`src/rtl/mc_ctrl_fsm.sv`:
```
// Multicycle control sequencer for MulCPU: state register, next-state decode, done/illegal pulses.
// Optional performance counters (cycle_cnt, instr_cnt) are built when MC_CTRL_PERF_EN is defined.
module mc_ctrl_fsm #(
    parameter int              OP_W    = 6,
    parameter logic [OP_W-1:0] OP_ADD  = 6'b000000,
    parameter logic [OP_W-1:0] OP_SUB  = 6'b000001,
    parameter logic [OP_W-1:0] OP_ADDI = 6'b000010,
    parameter logic [OP_W-1:0] OP_OR   = 6'b010000,
    parameter logic [OP_W-1:0] OP_AND  = 6'b010001,
    parameter logic [OP_W-1:0] OP_ORI  = 6'b010010,
    parameter logic [OP_W-1:0] OP_SLL  = 6'b011000,
    parameter logic [OP_W-1:0] OP_MOVE = 6'b100000,
    parameter logic [OP_W-1:0] OP_SLT  = 6'b100111,
    parameter logic [OP_W-1:0] OP_SW   = 6'b110000,
    parameter logic [OP_W-1:0] OP_LW   = 6'b110001,
    parameter logic [OP_W-1:0] OP_BEQ  = 6'b110100,
    parameter logic [OP_W-1:0] OP_J    = 6'b111000,
    parameter logic [OP_W-1:0] OP_JR   = 6'b111001,
    parameter logic [OP_W-1:0] OP_JAL  = 6'b111010,
    parameter logic [OP_W-1:0] OP_HALT = 6'b111111
) (
    input  logic            CLK,
    input  logic            Reset,
    input  logic [OP_W-1:0] opcode,
    input  logic            run_en,
    input  logic            mem_ready,
    input  logic            resume,
    output logic [3:0]      state,
    output logic [3:0]      next_state,
    output logic            instr_done,
    output logic            halted,
    output logic            illegal_op
`ifdef MC_CTRL_PERF_EN
    ,
    output logic [31:0]     cycle_cnt,
    output logic [31:0]     instr_cnt
`endif
);

    typedef enum logic [3:0] {
        S_IF      = 4'b0000,
        S_ID      = 4'b0001,
        S_MEM_ADR = 4'b0010,
        S_MEM_ACC = 4'b0011,
        S_WB_LD   = 4'b0100,
        S_EXE_BR  = 4'b0101,
        S_EXE_ALU = 4'b0110,
        S_WB_ALU  = 4'b0111,
        S_HALT    = 4'b1000
    } state_t;

    typedef enum logic [2:0] {
        C_ALU, C_MEM, C_BR, C_JMP, C_HALT, C_BAD
    } op_class_t;

    state_t    state_q;
    state_t    state_d;
    op_class_t op_class;
    logic      done_d;
    logic      illegal_d;

    always_comb begin
        op_class = C_BAD;
        case (opcode)
            OP_ADD, OP_SUB, OP_ADDI, OP_OR, OP_AND,
            OP_ORI, OP_SLL, OP_MOVE, OP_SLT:        op_class = C_ALU;
            OP_SW, OP_LW:                           op_class = C_MEM;
            OP_BEQ:                                 op_class = C_BR;
            OP_J, OP_JR, OP_JAL:                    op_class = C_JMP;
            OP_HALT:                                op_class = C_HALT;
            default:                                op_class = C_BAD;
        endcase
    end

    always_comb begin
        state_d = state_q;
        if (Reset) begin
            state_d = S_IF;
        end else begin
            case (state_q)
                S_IF:      state_d = (run_en && mem_ready) ? S_ID : S_IF;
                S_ID: begin
                    case (op_class)
                        C_ALU:   state_d = S_EXE_ALU;
                        C_MEM:   state_d = S_MEM_ADR;
                        C_BR:    state_d = S_EXE_BR;
                        C_HALT:  state_d = S_HALT;
                        default: state_d = S_IF;
                    endcase
                end
                S_MEM_ADR: state_d = S_MEM_ACC;
                S_MEM_ACC: begin
                    if (mem_ready)
                        state_d = (opcode == OP_LW) ? S_WB_LD : S_IF;
                end
                S_WB_LD:   state_d = S_IF;
                S_EXE_BR:  state_d = S_IF;
                S_EXE_ALU: state_d = S_WB_ALU;
                S_WB_ALU:  state_d = S_IF;
                S_HALT:    state_d = resume ? S_IF : S_HALT;
                default:   state_d = S_IF;
            endcase
        end
    end

    // Leaving HALT is a restart, not a completed instruction, so it does not count as done.
    always_comb begin
        done_d    = (state_d == S_IF) && (state_q != S_IF) && (state_q != S_HALT);
        illegal_d = (state_q == S_ID) && (op_class == C_BAD);
    end

    always_ff @(posedge CLK) begin
        if (Reset) begin
            state_q    <= S_IF;
            instr_done <= 1'b0;
            illegal_op <= 1'b0;
        end else begin
            state_q    <= state_d;
            instr_done <= done_d;
            illegal_op <= illegal_d;
        end
    end

    assign state      = state_q;
    assign next_state = state_d;
    assign halted     = (state_q == S_HALT);

`ifdef MC_CTRL_PERF_EN
    // instr_cnt steps on the same edge that raises instr_done, so both read as current together.
    always_ff @(posedge CLK) begin
        if (Reset) begin
            cycle_cnt <= 32'd0;
            instr_cnt <= 32'd0;
        end else begin
            if (state_q != S_HALT)
                cycle_cnt <= cycle_cnt + 32'd1;
            if (done_d)
                instr_cnt <= instr_cnt + 32'd1;
        end
    end
`else
`endif

endmodule

```
`config.mk`:
```
export PLATFORM = sky130hd
export DESIGN_NAME = mc_ctrl_fsm
export DESIGN_NICKNAME = d
export VERILOG_FILES = /design/src/rtl/mc_ctrl_fsm.sv
export SDC_FILE = /design/constraint.sdc
export NUM_CORES = 1
export LEC_CHECK = 0
export CORE_MARGIN = 8
export CORE_UTILIZATION = 38
export CTS_BUF_LIST = sky130_fd_sc_hd__clkbuf_8 sky130_fd_sc_hd__clkbuf_16
export CTS_CLUSTER_DIAMETER = 100
export DETAILED_ROUTE_END_ITERATION = 7
export MAX_ROUTING_LAYER = met4
export PLACE_DENSITY = 0.81
export SYNTH_ARGS = -nofsm -noshare
export SYNTH_HDL_FRONTEND = slang
export SYNTH_SLANG_ARGS = --single-unit
```
`constraint.sdc`:
```
create_clock -name CLK -period 1.7 [get_ports CLK]
set_input_delay 0.17 -clock CLK [delete_from_list [all_inputs] [get_ports CLK]]
set_output_delay 0.17 -clock CLK [all_outputs]
set_load 0.01 [all_outputs]
```
[Word-level counts from Yosys, hierarchy flattened]
Memories as Yosys holds them, arrays and structs flattened.
Cells that the tools add are included.
Storage, ports and cells
  output and inout bits: 11
  ROM bits: 192
  word-level logic and storage cells: 30
  memories: 1
  bits in registers: 6
Memories
  (name not given): words 64, width 3, read ports 1, clocked after Yosys merged registers in 0, write ports 0, line 64  | case (opcode)
Operators by class
  reduce and logical (&&, ||, !) cells: 8
  eq/ne operators: 11
  muxes and demuxes: 7
Operator list (count)
  $pmux 4 s6: 1
  $pmux 4 s4: 1
  $mux 4: 3
  $eq 4x2->1 const B: 2
  $logic_not 4->1: 2
  $eq 3x3->1 const B: 2
  $eq 6x6->1 const B: 1
  $eq 4x1->1 const B: 1
  $eq 4x3->1 const B: 1
  $eq 4x4->1 const B: 1
  $logic_and 1x1->1: 4
  $ne 4x4->1 const B: 1
  $reduce_bool 4->1: 1
  $eq 3x1->1 const B: 1
  $eq 3x2->1 const B: 1
  $logic_not 3->1: 1
  $mux 3: 1
  $mux 1: 1

[Logic depth before layout (Yosys ltp)]
  depth in word-level cells: 8
  depth in mapped cells: 6
  mapped depth without buffers: 5

[Least setup slack after synthesis]
Ideal clock, no wire load.
  path kind: register to output
  from: reg state_q[0], in the netlist state[0]
  to: out next_state[0]
  data required time: 1.530 ns
  path buffers: 1
  path slack: -0.228 ns
  arrival: 1.758 ns
  stages on the path, launching flop included: 6
  path through: dfxtp_1 > or4b_1 > buf_2 > or4_4 > o21ai_2 > and2_1
Between the ends
  longest elaborated chain between the ends: 3
  elaborated cells on any way between the ends: 9
  classes of those cells: eq/ne (5); mux (3); reduce/logical (1)
RTL lines
  from (decl): line 56  | state_t state_q;
  from (signal assigned): line 118  | state_q <= state_d;
  $eq 4x4->1, or another cell as far along: line 80  | case (state_q)
  $pmux 4 s6 *: line 80
  $mux 4 *: line 77  | if (Reset) begin
  to (decl): line 29  | output logic [3:0] next_state,
Mark *: on every way between the ends. The rest lies on a longest branch, timed or not.

[Worst setup path after layout]
  from: reg state_q[3], in the netlist state[3]
  to: out next_state[0]
Between the ends
  longest elaborated chain between the ends: 3
  elaborated cells on any way between the ends: 8
  classes of those cells: eq/ne (5); mux (2); reduce/logical (1)
RTL lines (line)
  $eq 4x4->1, or another cell as far along: 80
  $pmux 4 s6 *: 80
  $mux 4 *: 77
Marks and branches as above.

==> metrics.md <==
| Metric | Value |
|---|---|
| Status | finished, violations left |
| Failing checks | negative setup slack |
| Worst Setup Slack post-DPL | -0.8903 ns |
| Core area | 1471 um2 |
| Period utilization | 1.228 |
| Die height | 55.26 um |
| Psw | 0.1941 mW |
| Slew HR | 0.7691 |
| Async S/R FF share, synth | 0 |
| Vias | 905 |
| Largest net degree at the start of global routing | 11 |
| Internal | 0.4289 mW |
| Distinct cells, synth | 40 |
| Flop pwr share | 0.240 |
| Final setup viols | 6 |
| Diode count | 0 |
| Drt wl/cell | 21.67 um |
| PwrDens | 492.5 nW/um2 |
| CTS Root Cell | clkbuf_8 |
| RSZ-0062 raised after global routing | yes |
| Avg Cell Area, Syn | 8.133 um2 |
| Placer Congestion | 0.9205 |
| Port bufs | 21 |
| Max-slew violation count | 0 |
| Final wirelength | 3207 um |
| Critical path fanouts, max | 3 |
| Die width | 55.26 um |
| Element type at the critical path end | output port |
| Vias per Instance | 6.115 |
| Total of max-cap violations | 0 |
| Total count of hold-check failures in the final report | 0 |
| IO Pins | 22 |
| WP data required | 1.53 ns |
| #FFs+latches synth | 6 |
| Crit path time final | 2.087 ns |
| CTS max path bufs | 2 |
| Share of layout cells above drive strength 1 | 0.5985 |
| P_leak | 0.5630 nW |
| Main combinational cell family by area after synthesis | compound AO/OA/AOI/OAI gates |
| Post-synth EDFFs | 0 |
| Simple-Gate Fraction of Synth Area | 0.3120 |
| GRT overflow | 0 |
| Area Overhead vs Synth | 116.0% |
| CTS Buf Count | 3 |
| Net Count, Synth | 83 |
| Worst skew pair latency | 0.23 ns |
| Post-layout nets | 144 |
| Synth Area in XOR/XNOR | 0.01496 |
| Layout Skew | 0.004912 ns |
| CTS tree | built |
| Setup WS post-layout | -0.3871 ns |
| Maximum VDD drop | 0.0005919 V |
| First-pass GRT wire length | 5112 um |
| DRC Markers | 0 |
| WS Path Type | reg2out |
| Reg2reg start | state[3]$_SDFF_PP0_ |
| Die area | 3053 um2 |
| Clock Power Share | 0.379 |
| Post-Layout Cell Count | 148 |
| Initial antenna violation count | 0 |
| Post-Syn Area | 585.6 um2 |
| Vias in the first global route | 963 |
| CP Launch Type | register |
| Most common flop cell mapped by yosys | dfxtp_1 |
| Initial Utilization | 0.3980 |
| Critical Path AT | 1.92 ns |
| Row count | 14 |
| Fmax | 479.1 MHz |
| DP HPWL | 1765 um |
| Register area share after synthesis | 0.2051 |
| Combinational share of power | 0.381 |
| Final ANT Viol Nets | 0 |
| Dpl cells | 132 |
| Sink Count | 6 |
| DR iter-0 viols | 30 |
| Hold Crit Class | in2reg |
| Reg clk slew, reported paths | 0.04 ns |
| Total Routing Usage GR | 0.2115 |
| Tightest Pin Transition | 0.3426 ns |
| H-Tree Depth | 1 |
| Synth warn | 0 |
| Post-synthesis mux area share | 0.01923 |
| Beginning of the critical path | state[3]$_SDFF_PP0_ |
| Synth Area in Compound Gates | 0.3440 |
| Drt first pass iters | 4 |
| Hold_sp | resume |
| Cells after Synth | 72 |
| Synth Area in Adders | 0.01709 |
| Sw Share | 0.3116 |
-- stage by stage --
step | setup TNS, ns | util | instance area, um2 | total power, mW | hold slack [ns]
detailed placement | -5.396 | 0.6871 | 1011 | 0.3255 | 0.7305
global route | -1.925 | 0.8597 | 1265 | 0.6439 | 0.6821
global placement | -4.944 | 0.6871 | 1011 | 0.3189 | 0.7059
CTS | -1.590 | 0.8401 | 1236 | 0.6012 | 0.6490
finish | -1.687 | 0.8597 | 1265 | 0.6230 | 0.6831
floorplan | -0.2508 | - | 609.3 | 0.2335 | 0.3716
-- cell usage after synthesis, drive strengths merged (2+ instances only) --
master,count,share of area
a211oi,3,0.038
a31oi,2,0.021
a32o,4,0.068
and2,4,0.043
buf,6,0.068
dfxtp,6,0.21
inv,3,0.019
nand2,3,0.019
nand2b,2,0.021
nor2,7,0.045
nor3,2,0.017
nor4,2,0.032
o21ai,3,0.032
o22a,2,0.032
o22ai,2,0.021
o41ai,2,0.030
or3b,3,0.045
-- routing by layer --
metal,up-vias,GRT usage,wire [um]
met5,-,-,0
li1,411,-,-
met3,14,0.04110,182
met1,431,0.2265,1255
met4,0,0.1056,119
met2,49,0.3606,1650
-- path summary, 6_finish.rpt --
path	end	slack [ns]	depth (start not counted)
worst min register to register	instr_done$_SDFF_PP0_	0.74	3
worst min-delay path	state[3]$_SDFF_PP0_	0.68	3
worst max register to register	instr_done$_SDFF_PP0_	-0.29	8
worst max-delay path	next_state[0]	-0.39	5
-- sequential cells by signal, summed over array words and instances (netlist names) --
register and cells:
state 4, instr_done 1, illegal_op 1
-- power groups by stage --
stage / combinational, mW / clock [mW] / sequential [mW]
finish: 0.238 / 0.236 / 0.149
global route: 0.249 / 0.246 / 0.149
CTS: 0.218 / 0.234 / 0.149
detailed placement: 0.176 / 0 / 0.150
global placement: 0.169 / 0 / 0.149
floorplan: 0.0794 / 0 / 0.154
-- cell usage in the layout (no fill, tap or decap), drive strengths merged, types with 3 or more instances in the layout --
master         count
a211oi             3
a32o               4
and2               4
buf               45
clkbuf             3
clkdlybuf4s15      5
clkdlybuf4s50     10
dfxtp              6
inv                4
nand2              3
nor2               7
o21ai              3
or3b               3
-- layout make-up --
cell class                 count  area (um2)
sequential                     6       127.6
multi-input combinational     57       520.5
fill                          67       206.4
clock inverter                 1       3.754
timing repair buffer          62       540.5
clock buffer                   3       41.29
inverter                       3       11.26
tap                           16       20.02
-- kinds of logic (layout without fill, tap and decap cells) --
family | count (synthesis) | in the layout
buffers and inverters | 9 | 69
AOI/OAI and AO/OA | 25 | 25
adders and majority gates | 1 | 1
muxes | 1 | 1
DFF | 6 | 6
xor gates and xnor gates | 1 | 1
and+or+nand+nor | 29 | 29
-- repair_timing --
action | CTS | global route
pin swaps | 10 | 3
setup endpoints to repair | 10 | 7
resized for setup | 56 | 8
hold buffers | 0 | 0
buffers inserted | 12 | 3
-- critical path, stage by stage, from the launching register on --
cell and delay (ns):
dfxtp_4 0.35, or4b_4 0.54, or4_4 0.47, o21ai_4 0.08, and2_4 0.16, buf_6 0.09
Power figures use the tool's default switching activity.
